==> src/rtl/codificador_7seg.sv <==
// codificador_7seg: filters an active-low a..g segment pattern and encodes it back to a digit.
// Define CODIFICADOR_HEX_EN to also accept A..F as codes 10..15.
module codificador_7seg #(
  parameter int ESTAVEL = 4,
  parameter int NDIG    = 2
) (
  input  logic              CLOCK_50,
  input  logic              RESET,
  input  logic [6:0]        SEG,
  input  logic              LIMPA,
  output logic [3:0]        DIGITO,
  output logic              VALIDO,
  output logic              ERRO,
  output logic [4*NDIG-1:0] VALOR,
  output logic [3:0]        CONTAGEM
);

  localparam int         VW    = 4 * NDIG;
  localparam logic [6:0] BLANK = 7'b1111111;
  localparam logic [7:0] EST   = 8'(ESTAVEL);
  localparam logic [3:0] NMAX  = 4'(NDIG);

  typedef enum logic [1:0] {
    OCIOSO,
    FILTRANDO,
    TRAVADO
  } estado_t;

  estado_t est_q, est_d;

  logic [6:0]    seg_r_q, seg_r_d;
  logic [7:0]    cnt_q, cnt_d;
  logic [6:0]    ult_q, ult_d;
  logic [3:0]    digito_q, digito_d;
  logic          valido_q, valido_d;
  logic          erro_q, erro_d;
  logic [VW-1:0] valor_q, valor_d;
  logic [3:0]    cont_q, cont_d;

  logic          aceita;
  logic          cod_ok;
  logic [3:0]    cod;

  // Literals are {g,f,e,d,c,b,a}; a zero bit is a lit segment.
  always_comb begin
    cod_ok = 1'b1;
    cod    = 4'd0;
    case (seg_r_q)
      7'b1000000: cod = 4'd0;
      7'b1111001: cod = 4'd1;
      7'b0100100: cod = 4'd2;
      7'b0110000: cod = 4'd3;
      7'b0011001: cod = 4'd4;
      7'b0010010: cod = 4'd5;
      7'b0000010: cod = 4'd6;
      7'b1111000: cod = 4'd7;
      7'b0000000: cod = 4'd8;
      7'b0010000: cod = 4'd9;
`ifdef CODIFICADOR_HEX_EN
      7'b0001000: cod = 4'hA;
      7'b0000011: cod = 4'hB;
      7'b1000110: cod = 4'hC;
      7'b0100001: cod = 4'hD;
      7'b0000110: cod = 4'hE;
      7'b0001110: cod = 4'hF;
`endif
      default:    cod_ok = 1'b0;
    endcase
  end

  // cnt counts identical consecutive samples held in seg_r.
  always_comb begin
    seg_r_d = SEG;
    cnt_d   = cnt_q;
    if (SEG != seg_r_q) begin
      cnt_d = 8'd1;
    end else if (cnt_q != EST) begin
      cnt_d = cnt_q + 8'd1;
    end
  end

  always_comb begin
    est_d  = est_q;
    ult_d  = ult_q;
    aceita = 1'b0;
    unique case (est_q)
      OCIOSO, TRAVADO: begin
        if (seg_r_q != ult_q) est_d = FILTRANDO;
      end
      FILTRANDO: begin
        // Returning to the held pattern is a glitch, not a new entry.
        if (seg_r_q == ult_q) begin
          est_d = TRAVADO;
        end else if (cnt_q == EST) begin
          est_d  = TRAVADO;
          ult_d  = seg_r_q;
          aceita = 1'b1;
        end
      end
      default: est_d = OCIOSO;
    endcase
  end

  always_comb begin
    digito_d = digito_q;
    valor_d  = valor_q;
    cont_d   = cont_q;
    valido_d = aceita & cod_ok;
    erro_d   = aceita & ~cod_ok & (seg_r_q != BLANK);
    if (LIMPA) begin
      valor_d = '0;
      cont_d  = 4'd0;
    end
    if (valido_d) begin
      digito_d = cod;
      if (LIMPA) begin
        valor_d = VW'(cod);
        cont_d  = 4'd1;
      end else begin
        valor_d = (valor_q << 4) | VW'(cod);
        cont_d  = (cont_q == NMAX) ? NMAX : cont_q + 4'd1;
      end
    end
  end

  always_ff @(posedge CLOCK_50) begin
    if (RESET) begin
      est_q    <= OCIOSO;
      seg_r_q  <= BLANK;
      cnt_q    <= 8'd0;
      ult_q    <= BLANK;
      digito_q <= 4'd0;
      valido_q <= 1'b0;
      erro_q   <= 1'b0;
      valor_q  <= '0;
      cont_q   <= 4'd0;
    end else begin
      est_q    <= est_d;
      seg_r_q  <= seg_r_d;
      cnt_q    <= cnt_d;
      ult_q    <= ult_d;
      digito_q <= digito_d;
      valido_q <= valido_d;
      erro_q   <= erro_d;
      valor_q  <= valor_d;
      cont_q   <= cont_d;
    end
  end

  assign DIGITO   = digito_q;
  assign VALIDO   = valido_q;
  assign ERRO     = erro_q;
  assign VALOR    = valor_q;
  assign CONTAGEM = cont_q;

endmodule
==> config.mk <==
export PLATFORM = sky130hd
export DESIGN_NAME = codificador_7seg
export DESIGN_NICKNAME = d
export VERILOG_FILES = /design/src/rtl/codificador_7seg.sv
export SDC_FILE = /design/constraint.sdc
export NUM_CORES = 1
export LEC_CHECK = 0
export BUFFER_PORTS_ARGS = -buffer_cell sky130_fd_sc_hd__buf_2
export CAP_MARGIN = 10
export CELL_PAD_IN_SITES_DETAIL_PLACEMENT = 2
export CELL_PAD_IN_SITES_GLOBAL_PLACEMENT = 2
export CORE_ASPECT_RATIO = 2
export CORE_UTILIZATION = 25
export CTS_CLUSTER_DIAMETER = 80
export CTS_CLUSTER_SIZE = 20
export DETAILED_ROUTE_END_ITERATION = 10
export HOLD_SLACK_MARGIN = 0.15
export PLACE_DENSITY = 0.67
export SETUP_SLACK_MARGIN = 0.05
export SLEW_MARGIN = 20
export SYNTH_ARGS = -nofsm -noshare
export SYNTH_HDL_FRONTEND = slang
export SYNTH_SLANG_ARGS = --single-unit
==> constraint.sdc <==
create_clock -name CLOCK_50 -period 2.5 [get_ports CLOCK_50]
set_input_delay 0.25 -clock CLOCK_50 [delete_from_list [all_inputs] [get_ports CLOCK_50]]
set_output_delay 0.25 -clock CLOCK_50 [all_outputs]
set_load 0.02 [all_outputs]
# Word-level counts from Yosys, hierarchy flattened

Index checks and enable logic that the tools add are counted.

Flip-flop bits (word level): 42

Equal/unequal tests: 20
$add $sub $neg: 2
Mux-type cells: 18
Bitwise logic cells: 6
Reduce and logical (&&, ||, !) cells: 9

Operators with widths:

| cell                | count |
|---|---|
| $pmux 4 s9          | 1 |
| $mux 8              | 3 |
| $eq 7x5->1 const B  | 3 |
| $eq 7x7->1 const B  | 3 |
| $mux 4              | 4 |
| $eq 7x6->1 const B  | 2 |
| $ne 7x7->1          | 2 |
| $reduce_or 10->1    | 1 |
| $add 8x1->8 const B | 1 |
| $eq 8x3->1 const B  | 1 |
| $ne 8x3->1 const B  | 1 |
| $or 8x4->8          | 1 |
| $eq 7x2->1 const B  | 1 |
| $eq 7x7->1          | 1 |
| $logic_not 7->1     | 1 |
| $ne 7x7->1 const B  | 1 |
| $mux 1              | 6 |
| $mux 2              | 3 |
| $add 4x1->4 const B | 1 |
| $eq 4x2->1 const B  | 1 |
| $pmux 2 s2          | 1 |
| $reduce_bool 2->1   | 2 |
| $reduce_or 2->1     | 2 |
| $and 1x1->1         | 3 |
| other kinds (8)     | 9 |

# Logic depth before layout (Yosys ltp)

Depth in word-level cells: 6
Gate-level depth with buffers: 9
Mapped depth without buffers: 7

# Worst setup path before layout

Ideal clock, no wire load.

Path kind: register -> register
Start: reg cnt_q[0]
End: reg cont_q[3] (netlist: CONTAGEM[3])
Cell stages (with the launch flop): 9
Buffers on the path: 1
Data arrival time: 1,770 ps
Period minus slack after synthesis: 1,840 ps
Path slack: 660 ps
Data required time: 2,430 ps
Path through: dfxtp_1 > inv_1 > ha_1 > nor4b_2 > and2_1 > buf_6 > o211ai_4 > or4_1 > a21boi_1

Word-level cells in the longest chain between the ends: 6
Elaborated cells on any way between the ends: 7
Classes of those cells: eq/ne: 1; mux: 4; bitwise: 1; reduce/logical: 1

RTL lines:

| element                                            | RTL line | RTL |
|---|---|---|
| from (decl)                                        | 32       | `logic [7:0] cnt_q, cnt_d;` |
| from (signal assigned)                             | 140      | `cnt_q <= cnt_d;` |
| $eq 8x3->1 *                                       | 94       | `end else if (cnt_q == EST) begin` |
| $mux 1 *                                           | 94       |  |
| $mux 1 *                                           | 92       | `if (seg_r_q == ult_q) begin` |
| $mux 1 *                                           | 86       | `unique case (est_q)` |
| $and 1x1->1 *                                      | 108      | `valido_d = aceita & cod_ok;` |
| $mux 4 / $reduce_bool 2->1 (equally long branches) | --       |  |
| to (signal assigned)                               | 146      | `cont_q <= cont_d;` |
| to (decl)                                          | 38       | `logic [3:0] cont_q, cont_d;` |

Every way passes the cells marked *; elsewhere a longest branch is shown, timed or not.
A chain may end at the register's enable or synchronous reset.

# Final worst setup path

Start: reg cnt_q[0]
End: reg digito_q[0] (netlist: DIGITO[0])

Word-level cells in the longest chain between the ends: 5

RTL lines:

| element              | RTL line | RTL |
|---|---|---|
| $eq 8x3->1           | 94       |  |
| $mux 1               | 94       |  |
| $mux 1               | 92       |  |
| $mux 1               | 86       |  |
| $and 1x1->1          | 108      |  |
| to (signal assigned) | 142      | `digito_q <= digito_d;` |
| to (decl)            | 34       | `logic [3:0] digito_q, digito_d;` |

No other way between the ends.

==> run_results.csv <==
group,metric,value,unit
run_status,status,"completed",
routing,drtIter0Drc,17,
placed_design,place.gp.congestion,0.747,
finish,final_cells,345,
sta,drv_slew,0,
finish,synthToLayoutAreaGrowth,17.9,%
finish,drive_gt1_share,23.7,%
sta,fin_skew,0.00259,ns
synthesis,ys_types,48,
synthesis,syn-cell-area,2070,µm²
floorplan,pin_count,28,
worst_setup_path,required,2.67,ns
clock_network,ctsHoldBuffers,0,
finish,mostFrequentLayoutCell,"dfxtp_1",
clock_network,cts_tree,"built",
clock_network,clkLatencyLatePin,0.28,ns
synthesis,synth_flop_cell,"dfxtp_1",
grt,grt_pass1_vias,1867,
sta,period_minus_slack,2.26,ns
sta,hold_violations,0,
worst_setup_path,endpoint_kind,"flip-flop",
routing,drc,0,
synthesis,synth_edf_count,0,
synthesis,async_flop_share,0,%
grt,grt_pass1_wl,9.05,mm
routing,wirelength,5.52,mm
grt,grt_max_degree,22,
hold_path,worstHoldStart,"SEG[0]",
floorplan,core-area,8000,µm²
sta,min_period_over_period,90.6,%
synthesis,ys_seq_area_share,40.5,%
pwr,switching_share,22.2,%
sta,final-setup-viol-count,0,
routing,route.met3.wl,116,µm
sta,worst_slew_pin_slew,0.488,ns
synthesis,ys_warn_count,0,
floorplan,start_util,25.9,%
worst_setup_path,reg2reg_from,"cnt_q[0]",
finish,fin_nets,264,
pwr,power.internal,1100,µW
floorplan,die-area,8690,µm²
placed_design,dp_hpwl,4.35,mm
worst_setup_path,cp_slowest_cell,"nor2_4",
run,drv_cap,0,
synthesis,synth_nets,234,
hold_path,hold_class,"in -> reg",
routing,highest_layer,"met4",
pwr,switchingPower,315,µW
finish,final_cell_mix,"dfxtp_1, buf_2, nand2_1",
worst_setup_path,cp_cell_sequence,"inv_1 > ha_1 > nor4b_2 > and2_1 > o211ai_4 > nor2_4 > mux2_2",
synthesis,ys_ff_latch,42,
pwr,clock_power_share,44.6,%
pwr,combPwrFrac,6.3,%
routing,wl_per_cell,16.0,µm
floorplan,rows,46,
synthesis,yosysTopAreaCell,"dfxtp_1",
pwr,p_leak,0.000986,µW
pwr,vdd_ir_drop_max,0.474,mV
worst_setup_path,arrival,2.44,ns
synthesis,yosys.area.top_type_share,40.5,%
routing,first_pass_iters,3,
sta,fin_tns_setup,0,ns
clock_network,cts.path.max_buffers,2,
clock_network,cts-resized-gates,0,
clock_network,htreeDepth,2,
clock_network,clkTransAtPathRegs,0.06,ns
pwr,seqPwrFrac,49.1,%
finish,n_antenna_cell,0,
synthesis,netlist_instances,220,
floorplan,die_h,131,µm
finish,fillers,902,
worst_setup_path,slowest_delay,0.41,ns
sta,max_freq,442,MHz
grt,overflow,0,
worst_setup_path,worstSetupPathType,"reg -> reg",
routing,final_antenna_net_count,0,
floorplan,chipWidth,66.4,µm
clock_network,cts-root-buf,"clkbuf_16",
pwr,power_density,580,nW/µm²
clock_network,cts_buffers,5,
clock_network,clock-sinks,42,
synthesis,synth.avg_cell_area,9.43,µm²
grt,grt_use_total,14.3,%
routing,wl_met2,3.44,mm
synthesis,netlist_top_cells_area,"dfxtp_1, mux2i_1, xnor2_1",
routing,vias_per_cell,4.88,
clock_network,cts_setup_buffers,0,
worst_setup_path,crit_start,"cnt_q[0]",
sta,rsz0062_at_grt,"no",
routing,wl_met1,1.77,mm
grt,antenna_found_initial,0,
worst_setup_path,r2r_slack,0.24,ns
sta,max_slew_margin,67.2,%
routing,vias,1682,
placed_design,dp_cells,339,
worst_setup_path,cp_max_fo,14,
worst_setup_path,start_kind,"flip-flop",
placed_design,port_buffers,27,
[Yosys cell counts (3+ instances only)]
cell type / n
a21oi_1: 8
and3_1: 4
buf_2: 3
buf_4: 3
buf_6: 4
clkbuf_1: 4
dfxtp_1: 42
ha_1: 4
inv_1: 7
mux2i_1: 15
nand2_1: 25
nand3_1: 10
nand4_1: 3
nor2_1: 9
nor2b_1: 3
nor3_1: 7
o21ai_0: 3
o32ai_1: 4
or2_2: 7
xnor2_1: 14
xor2_1: 8
[sequential cells by signal (all words and copies together) (netlist names)]
register  cells
VALOR         8
VALIDO        1
cnt_q         8
ult_q         7
ERRO          1
DIGITO        4
seg_r_q       7
CONTAGEM      4
est_q         2
[routing by layer]
metal  vias to the layer above  GRT usage [%]
li1                        812              -
met1                       832           11.5
met2                        28           30.1
met3                        10           2.43
met4                         0           8.01
met5                         -              0
[critical path: cells and delay by family, from the launching register on]
family          cells  cell delay (ns)
buf+inv             1             0.10
compound gates      1             0.23
fa+ha+maj           1             0.14
flops               1             0.34
mux                 1             0.39
simple gates        3             0.95
[kinds of logic after synthesis]
group | Yosys count | share of synthesized area [%]
AOI/OAI and AO/OA | 26 | 9.17
DFF | 42 | 40.5
and+or+nand+nor | 88 | 24.3
muxes | 17 | 8.32
buffers and inverters | 21 | 5.97
xor gates and xnor gates | 22 | 9.29
adders and majority gates | 4 | 2.41
[path summary, 6_finish.rpt]
kind,endpoint,cells after the start
min,seg_r_q[0],2
min reg2reg,VALOR[6],2
max reg2reg,DIGITO[0],7
max,DIGITO[0],7
[final cells by class]
class	instances	area (µm²)	area share, %
Clock buffer	6	139	5.68
Inverter	7	26.3	1.07
Tap cell	96	120	4.91
Timing Repair Buffer	37	210	8.59
Sequential cell	42	841	34.4
Multi-Input combinational cell	157	1110	45.4
[per-stage QoR]
step                      power [µW]  setup WS, ns  utilization (%)  instance area, µm²  hold WS [ns]
final                           1420         0.236             30.6                2450         0.180
after global routing            1480        0.0625             30.6                2450         0.187
after floorplan                  772         0.660                -                2070         0.357
after detailed placement         804         0.207             28.8                2310         0.454
after global placement           801         0.283             28.8                2310         0.447
after CTS                       1450         0.165             30.6                2450         0.177
[power by group through the flow]
stage	clock, µW	combinational, µW	sequential [µW]
finish	633	88.8	698
global route	677	98.7	700
global placement	0	88.3	713
floorplan	0	74.4	698
detailed placement	0	90.8	713
CTS	659	91.4	699
Note: power is estimated with default switching activity, not from simulation.
